## src/rtl/exec_pkg.sv

```systemverilog
// Shared execute-stage definitions: ALU op encodings and the multiply
// sequencer's state encoding and iteration count.
package exec_pkg;

  localparam logic [3:0] ALU_OP_ADD = 4'b0100;
  localparam int         MUL_ITER   = 16;

  typedef enum logic [1:0] {
    MUL_IDLE = 2'd0,
    MUL_RUN  = 2'd1,
    MUL_DONE = 2'd2
  } mul_state_e;

endpackage

```

## src/rtl/mul_acc_reg.sv

```systemverilog
// Multiplicand register plus the {acc, mq} product shift register.
// Each shift step folds in the borrowed ALU's sum and carry-out.
module mul_acc_reg (
  input  logic        clk,
  input  logic        rst,
  input  logic        load,
  input  logic        shift,
  input  logic [15:0] op_a,
  input  logic [15:0] op_b,
  input  logic [15:0] alu_sum,
  input  logic        alu_cout,
  output logic [15:0] mcand,
  output logic [15:0] acc,
  output logic [15:0] mq,
  output logic [31:0] shift_val
);

  logic [15:0] mcand_d, mcand_q;
  logic [15:0] acc_d, acc_q;
  logic [15:0] mq_d, mq_q;

  // Dropping bit 0 of the 33-bit {cout, sum, mq} leaves exactly 32 bits.
  assign shift_val = {alu_cout, alu_sum, mq_q[15:1]};

  // Next-value selection: load takes priority over shift, otherwise hold.
  always_comb begin
    mcand_d = mcand_q;
    acc_d   = acc_q;
    mq_d    = mq_q;
    if (load) begin
      mcand_d = op_a;
      acc_d   = 16'h0000;
      mq_d    = op_b;
    end else if (shift) begin
      acc_d = shift_val[31:16];
      mq_d  = shift_val[15:0];
    end else begin
      mcand_d = mcand_q;
    end
  end

  // State registers with synchronous active-low reset.
  always_ff @(posedge clk) begin
    if (!rst) begin
      mcand_q <= 16'h0000;
      acc_q   <= 16'h0000;
      mq_q    <= 16'h0000;
    end else begin
      mcand_q <= mcand_d;
      acc_q   <= acc_d;
      mq_q    <= mq_d;
    end
  end

  assign mcand = mcand_q;
  assign acc   = acc_q;
  assign mq    = mq_q;

endmodule

```

## src/rtl/exec_mul_ctrl.sv

```systemverilog
// Shift-and-add multiply sequencer that borrows the execute ALU for one
// add per iteration and stalls the pipeline while running.
module exec_mul_ctrl #(
  parameter int MUL_ITER = exec_pkg::MUL_ITER
) (
  input  logic        clk,
  input  logic        rst,
  input  logic        start,
  input  logic [15:0] op_a,
  input  logic [15:0] op_b,
  input  logic        flush,
  output logic        busy,
  output logic        done,
  output logic [15:0] result_lo,
  output logic [15:0] result_hi,
  output logic        alu_own,
  output logic [15:0] alu_a,
  output logic [15:0] alu_b,
  output logic [3:0]  alu_op,
  output logic        alu_cin,
  input  logic [15:0] alu_sum,
  input  logic        alu_cout
);
  import exec_pkg::*;

  localparam logic [3:0] CNT_LAST = 4'(MUL_ITER - 1);

  mul_state_e  state_d, state_q;
  logic [3:0]  cnt_d, cnt_q;
  logic        busy_d, busy_q;
  logic        done_d, done_q;
  logic [15:0] result_lo_d, result_lo_q;
  logic [15:0] result_hi_d, result_hi_q;
  logic        load_s, shift_s, accept_s, zero_s;
  logic [15:0] mcand_s, acc_s, mq_s;
  logic [31:0] shift_val_s;

  mul_acc_reg u_acc (
    .clk       (clk),
    .rst       (rst),
    .load      (load_s),
    .shift     (shift_s),
    .op_a      (op_a),
    .op_b      (op_b),
    .alu_sum   (alu_sum),
    .alu_cout  (alu_cout),
    .mcand     (mcand_s),
    .acc       (acc_s),
    .mq        (mq_s),
    .shift_val (shift_val_s)
  );

  assign accept_s = start & ~flush;
  assign zero_s   = (op_a == 16'h0000) | (op_b == 16'h0000);

  // Next-state, counter, datapath controls and result capture.
  always_comb begin
    state_d     = state_q;
    cnt_d       = cnt_q;
    load_s      = 1'b0;
    shift_s     = 1'b0;
    result_lo_d = result_lo_q;
    result_hi_d = result_hi_q;
    case (state_q)
      MUL_IDLE, MUL_DONE: begin
        if (accept_s && zero_s) begin
          state_d     = MUL_DONE;
          result_lo_d = 16'h0000;
          result_hi_d = 16'h0000;
        end else if (accept_s) begin
          state_d = MUL_RUN;
          load_s  = 1'b1;
          cnt_d   = 4'd0;
        end else begin
          state_d = MUL_IDLE;
        end
      end
      MUL_RUN: begin
        shift_s = 1'b1;
        cnt_d   = cnt_q + 4'd1;
        if (cnt_q == CNT_LAST) begin
          state_d     = MUL_DONE;
          result_hi_d = shift_val_s[31:16];
          result_lo_d = shift_val_s[15:0];
        end else begin
          state_d = MUL_RUN;
        end
      end
      default: begin
        state_d = MUL_IDLE;
      end
    endcase
    // A flush abandons everything, including a result about to be captured.
    if (flush) begin
      state_d     = MUL_IDLE;
      cnt_d       = cnt_q;
      load_s      = 1'b0;
      shift_s     = 1'b0;
      result_lo_d = result_lo_q;
      result_hi_d = result_hi_q;
    end else begin
      state_d = state_d;
    end
    busy_d = (state_d == MUL_RUN);
    done_d = (state_d == MUL_DONE);
  end

  // Control and result registers with synchronous active-low reset.
  always_ff @(posedge clk) begin
    if (!rst) begin
      state_q     <= MUL_IDLE;
      cnt_q       <= 4'd0;
      busy_q      <= 1'b0;
      done_q      <= 1'b0;
      result_lo_q <= 16'h0000;
      result_hi_q <= 16'h0000;
    end else begin
      state_q     <= state_d;
      cnt_q       <= cnt_d;
      busy_q      <= busy_d;
      done_q      <= done_d;
      result_lo_q <= result_lo_d;
      result_hi_q <= result_hi_d;
    end
  end

  // ALU request muxing, decoded purely from the state register.
  always_comb begin
    alu_own = 1'b0;
    alu_a   = 16'h0000;
    alu_b   = 16'h0000;
    alu_op  = 4'h0;
    alu_cin = 1'b0;
    if (state_q == MUL_RUN) begin
      alu_own = 1'b1;
      alu_a   = acc_s;
      alu_b   = mq_s[0] ? mcand_s : 16'h0000;
      alu_op  = ALU_OP_ADD;
    end else begin
      alu_own = 1'b0;
    end
  end

  assign busy      = busy_q;
  assign done      = done_q;
  assign result_lo = result_lo_q;
  assign result_hi = result_hi_q;

endmodule

```

## config.mk

```make
export PLATFORM = sky130hd
export DESIGN_NAME = exec_mul_ctrl
export DESIGN_NICKNAME = d
export VERILOG_FILES = /design/src/rtl/exec_pkg.sv /design/src/rtl/mul_acc_reg.sv /design/src/rtl/exec_mul_ctrl.sv
export SDC_FILE = /design/constraint.sdc
export NUM_CORES = 1
export LEC_CHECK = 0
export BUFFER_PORTS_ARGS = -buffer_cell sky130_fd_sc_hd__buf_2
export CORE_MARGIN = 2
export CORE_UTILIZATION = 50
export CTS_CLUSTER_SIZE = 28
export DETAILED_ROUTE_END_ITERATION = 7
export GPL_ROUTABILITY_DRIVEN = 0
export PLACE_DENSITY = 0.82
export SLEW_MARGIN = 20
export SYNTH_ARGS = -nofsm -noshare
export SYNTH_HDL_FRONTEND = slang
export SYNTH_SLANG_ARGS = --single-unit
```

## constraint.sdc

```tcl
create_clock -name clk -period 1.9 [get_ports clk]
set_input_delay 0.38 -clock clk [delete_from_list [all_inputs] [get_ports clk]]
set_output_delay 0.38 -clock clk [all_outputs]
set_load 0.05 [all_outputs]
```

==> summary.txt, run 1 <==
Yosys
  – Simple-gate share of the synthesized area: 32.4%
  – Largest family of logic cells by synthesized area: simple AND/OR/NAND/NOR gates
  – Yosys warns: 0
  – Fraction of registers with async set/reset: 0%
  – Synth Area in Compound Gates: between 10% and 20%
  – Post-Synthesis Cell Area: 4370 um2
  – Mux contribution to synthesized area: a little over a tenth
  – Syn Inst Count: ~540
  – XOR/XNOR share of the synthesized area: 0%
  – Synth cell types: 33
  – Syn Area/Cell: 8.15 um2
  – Synth Flop Type: dfxtp_1
  – Seq/Total Area, Yosys: 40.3%
  – Flop and latch count out of synthesis: 88
  – Synth Area in Adders: 0.286%
  – EDFF count, synth: 0

Floorplanning
  – Initial Util: about half
  – # rows: 34
  – Die area: between 9000 and 10000 um2
  – Die height: a little under 100 um
  – Core ar.: 8590 um2
  – I/O pin count: roughly 130
  – DIE WIDTH: 97.5 um

CTS
  – Clock slew seen by the registers of the worst setup and hold paths: 0.10 ns
  – Sink Count: 88
  – Max Root-Sink Buffers: 2
  – Number of buffers created by CTS: 9
  – CTS H-tree lvls: 3
  – Clock Latency Late Sink: ~0.37 ns
  – Post-CTS Setup Repair Bufs: 0
  – CTS root buf: clkbuf_8
  – CTS tree: built

Route
  – Avg Vias per Cell: 5.57
  – DR WL met3: 669 um
  – DR top layer: met4
  – Initial DRC count: 307
  – DR vias: 4200
  – TritonRoute pass-1 iters: 7
  – DR WL met2: 5640 um
  – DR DRC count: 0
  – DR WL/cell: 15.2 um
  – Post-DRT Antenna Nets: 0
  – DRT met1 WL: between 4000 and 5000 um
  – Routed WL: about 11000 um

Power and ir drop
  – Sw frac: 28.1%
  – Int Pwr: 3.02 mW
  – Clock network power share: between 30% and 40%
  – Comb pwr share: between 10% and 20%
  – Sequential power share: about 47%
  – PD cells: 769 nW/um2
  – Sw Pwr: 1.18 mW
  – Max IR drop VDD: 0.367 mV
  – Tot Pwr: 4.20 mW
  – Static Leakage: around 2.4 nW

Global routing
  – Total track usage: 23.5%
  – First-pass GRT wire length: 18500 um
  – Initial antenna violation count: 0
  – Grt total ovfl: 0
  – Number of global-route vias before repair: 3835
  – Largest net degree at the start of global routing: 129

Finish
  – Reg area: 1760 um2
  – Layout cell share with drive strength beyond 1: a little over a quarter
  – Area grow syn2layout: 24.8%
  – Area occupied by multi-input gates: 2380 um2
  – Commonest non-fill, non-tap cells in the layout: nand2_1, dfxtp_1, buf_2, buf_4
  – # nets final: between 600 and 700
  – Commonest non-fill, non-tap cell in the layout: nand2_1
  – Filler cell count in the final layout: 716
  – Antenna diode count: 0

Run
  – Maximum Capacitance Violations: 0

Hold path
  – Hold Crit Class: input pin to flop

Timing
  – Crit share post-route: 96.8%
  – RSZ-0062 raised after global routing: no
  – Final hold viol count: 0
  – Fin Setup TNS: 0 ns
  – Highest Clock Rate: 544 MHz
  – Final setup fails: 0
  – Clock Skew: 0.0121 ns
  – Tmin final: 1.84 ns
  – Slew Limit Fails: 0

Worst setup path
  – R2r endpoint: result_lo[14]
  – Worst setup SP type: flop
  – Worst Setup SP: state_q[1]
  – CP Capture Point: alu_a[14]
  – Reg2reg start: cnt_q[0]
  – Kind of critical path: flop to output port
  – Worst EP required: 1.52 ns
  – CP arrival: about 1.5 ns
  – CP Max Fanout: 17
  – FF-to-FF path depth: 6
  – Crit end category: output port
  – R2R Setup Slk: 0.17 ns

Placement
  – # port buffers: 120
  – Detail Placement HPWL: 7880 um

Status
  – Status: completed
-- cells in the mapped netlist, types with 2 or more instances --
cell | instances | area, um2
inv_2 | 2 | 7.51
dfxtp_1 | 88 | 1760
and4b_1 | 4 | 40.0
and3_1 | 17 | 106
nor4_1 | 8 | 50.1
buf_6 | 3 | 33.8
mux2i_1 | 32 | 320
a21oi_1 | 19 | 95.1
buf_2 | 9 | 45.0
nor2b_1 | 34 | 213
mux2_1 | 12 | 135
a211oi_1 | 4 | 30.0
nand4_1 | 34 | 213
clkbuf_1 | 33 | 124
o211ai_1 | 33 | 248
buf_4 | 7 | 52.6
nand3_1 | 20 | 100
nand2_1 | 142 | 533
and2_1 | 16 | 100
o211a_1 | 2 | 20.0
o21ai_1 | 3 | 15.0
nand2b_1 | 3 | 18.8
-- through the flow --
step	instances	hold slack [ns]	utilization (%)	setup WS (ns)	cell area, um2
3_5_place_dp	737	0.443	59.3	0.0355	5090
2_1_floorplan	539	0.430	-	0.104	4390
4_1_cts	754	0.220	63.5	0.0441	5450
3_3_place_gp	737	0.438	59.3	0.0711	5090
6_report	754	0.228	63.5	0.0611	5450
5_1_grt	754	0.235	63.5	0.00509	5450
-- sequential cells by signal, summed over array words and instances (netlist names) --
| name | flops |
|---|---|
| done | 1 |
| u_acc.mcand | 16 |
| u_acc.acc | 16 |
| u_acc.mq | 16 |
| cnt_q | 4 |
| busy | 1 |
| result_lo | 16 |
| state_q | 2 |
| result_hi | 16 |
-- power by group through the flow --
stage	Combinational, mW	Sequential (mW)	Clock, mW
floorplan	0.310	2.12	0
global placement	0.576	2.02	0
detailed placement	0.593	2.02	0
CTS	0.602	1.98	1.63
global route	0.649	1.99	1.71
finish	0.604	1.98	1.61
-- kinds of logic (layout without fill, tap and decap cells) --
group | after synthesis | after routing
compound gates | 65 | 65
other cells | 1 | 4
simple gates | 283 | 283
fa+ha+maj | 1 | 1
flops | 88 | 88
buf+inv | 54 | 161
mux | 44 | 44
-- worst max-delay path, stage by stage (launching register included) --
cell      delay (ns)
dfxtp_1         0.39
nand2b_4        0.22
inv_6           0.09
and2_2          0.20
buf_4           0.18
-- per-layer routing --
metal  vias to the layer above  GRT usage, %
met5                         -             0
met4                         0          8.12
met3                        17          4.39
met2                       142          39.4
met1                      1966          30.5
li1                       2075             -
-- worst min path at each step --
stage	from	cells past startpoint	endpoint	slack (ns)
after floorplan	u_acc.mcand[0]	2	u_acc.mcand[0]	0.43
after global placement	u_acc.acc[9]	2	u_acc.acc[9]	0.44
after detailed placement	u_acc.acc[12]	2	u_acc.acc[12]	0.44
after CTS	alu_sum[10]	3	result_hi[9]	0.22
after global routing	alu_sum[15]	3	result_hi[14]	0.24
final	alu_sum[10]	3	result_hi[9]	0.23
-- final cells by class --
type	count	share of cell area, %
Inverter	2	0.275
Timing Repair Buffer	142	16.6
Clock buffer	9	2.27
Clock inverter	7	2.32
Sequential cell	88	32.3
Multi-Input combinational cell	397	43.6
Timing Repair inverter	1	0.161
Tap cell	108	2.48
-- timing repair --
item                                    in CTS  in global routing
endpoints found under the setup margin      34                  0
hold buffers                                 0                  0
gates resized for setup                     41                  0
(Power assumes the default switching activity.)
==> run 2, diff against run 1 <==
BUFFER_PORTS_ARGS = -buffer_cell sky130_fd_sc_hd__buf_4   (was -buffer_cell sky130_fd_sc_hd__buf_2)
SLEW_MARGIN = 10   (was 20)
==> summary.txt, run 2 (synthesis gave the netlist of run 1 again) <==
Finish
  – Layout cell share with drive strength beyond 1: between 20% and 30%
  – Commonest non-fill, non-tap cells in the layout: nand2_1, buf_4, dfxtp_1, nand4_1, nor2b_1
  – # nets final: between 600 and 700
  – Antenna diode count: 0
  – Area grow syn2layout: 29.4%
  – Filler cell count in the final layout: 701
  – Commonest non-fill, non-tap cell in the layout: nand2_1
  – Reg area: 1760 um2
  – Area occupied by multi-input gates: 2380 um2

Global routing
  – Number of global-route vias before repair: between 4000 and 5000
  – Initial antenna violation count: 0
  – Grt total ovfl: 0
  – Total track usage: 24.9%
  – First-pass GRT wire length: a little under 20000 um
  – Largest net degree at the start of global routing: 97

Route
  – TritonRoute pass-1 iters: 5
  – Post-DRT Antenna Nets: 0
  – DR WL/cell: between 15 and 20 um
  – DR DRC count: 0
  – Routed WL: 11900 um
  – DR vias: 4285
  – Initial DRC count: 237
  – Avg Vias per Cell: 5.69

Floorplanning
  – DIE WIDTH: 97.5 um
  – I/O pin count: 125
  – Die height: 97.5 um
  – Core ar.: 8590 um2
  – Die area: 9500 um2
  – # rows: 34
  – Initial Util: 50.9%

Worst setup path
  – Worst EP required: 1.52 ns
  – CP arrival: 1.45 ns
  – CP Max Fanout: 17
  – Crit path cell chain: and3_1, buf_6
  – Crit path buf inv count: 1
  – CP max stage delay: 0.63 ns
  – Crit end category: output port
  – Kind of critical path: flop to output port
  – Worst setup SP type: flop
  – Crit-path slowest cell: dfxtp_1
  – Worst path top cell family by delay: flip-flops

Power and ir drop
  – Max IR drop VDD: ~0.37 mV
  – PD cells: 726 nW/um2
  – Sw frac: between 20% and 30%
  – Clock network power share: 35.7%
  – Tot Pwr: 4.11 mW
  – Static Leakage: 2.44 nW
  – Int Pwr: 2.93 mW
  – Comb pwr share: about 16%
  – Sequential power share: 48.4%
  – Sw Pwr: 1.18 mW

CTS
  – Sink Count: 88
  – CTS tree: built
  – Clock slew seen by the registers of the worst setup and hold paths: 0.10 ns
  – Cts hold-fix bufs: 0
  – Max Root-Sink Buffers: 2
  – CTS H-tree lvls: 3
  – Number of buffers created by CTS: 9
  – Clock Latency Late Sink: 0.37 ns
  – CTS root buf: clkbuf_8

Timing
  – Tmin final: 1.83 ns
  – Clock Skew: 0.0124 ns
  – Fin Setup TNS: 0 ns
  – Slew Limit Fails: 0
  – Highest Clock Rate: between 500 and 600 MHz
  – Final setup fails: 0
  – Crit share post-route: 96.2%
  – Final hold viol count: 0
  – RSZ-0062 raised after global routing: no

Placement
  – Detail Placement HPWL: 8310 um
  – # port buffers: 120

Status
  – Status: completed

Run
  – Maximum Capacitance Violations: 0

Hold path
  – Hold Crit Class: input pin to flop
## run 2: power groups by stage
stage,Sequential (mW),Clock (mW),Combinational [mW]
3_3_place_gp,2.02,0,0.626
5_1_grt,2.00,1.56,0.698
6_report,1.99,1.47,0.652
2_1_floorplan,2.12,0,0.310
4_1_cts,1.99,1.48,0.650
3_5_place_dp,2.03,0,0.642
## run 2: area by class of cell
cell class | instances | area share [%]
Timing Repair Buffer | 141 | 20.0
Tap cell | 108 | 2.39
Sequential cell | 88 | 31.2
Inverter | 2 | 0.265
Clock buffer | 9 | 2.19
Multi-Input combinational cell | 397 | 42.0
Timing Repair inverter | 1 | 0.155
Clock inverter | 7 | 1.81
## run 2: path summary, 6_finish.rpt
check,to,slack (ns),startpoint,depth (start not counted)
worst max-delay path,alu_b[13],0.07,u_acc.mq[0],2
worst min-delay path,result_hi[12],0.22,alu_sum[13],3
worst max register to register,result_lo[2],0.16,cnt_q[0],6
worst min register to register,u_acc.acc[14],0.46,u_acc.acc[14],2
## run 2: worst register-to-register path, cell delays in order (launching register included)
cell       delay, ns
dfxtp_1         0.40
ha_1            0.21
nand3_1         0.19
a2111oi_4       0.41
buf_4           0.27
nand2_1         0.08
o211ai_1        0.10
## run 2: metrics by stage
step | hold WS [ns] | util [%] | setup slack (ns) | std cells | instance area, um2
3_3_place_gp | 0.438 | 62.6 | 0.0696 | 736 | 5380
2_1_floorplan | 0.430 | - | 0.104 | 539 | 4390
3_5_place_dp | 0.442 | 62.6 | 0.00937 | 736 | 5380
5_1_grt | 0.222 | 65.8 | 0.00726 | 753 | 5660
6_report | 0.224 | 65.8 | 0.0722 | 753 | 5660
4_1_cts | 0.216 | 65.8 | 0.0554 | 753 | 5660
## run 2: metal layers
metal  up-vias  GRT usage [%]  routed length [um]
met4         0           12.3                 343
li1       2065              -                   -
met1      2005           31.1                4860
met5         -              0                   0
met2       186           41.6                5910
met3        29           4.10                 759
## run 2: repair_timing
| item | 4_1_cts | 5_1_grt |
|---|---|---|
| endpoints found under the setup margin | 34 | 17 |
| cloned | 1 | 0 |
| setup buffers | 0 | 0 |
| resized for setup | 13 | 1 |
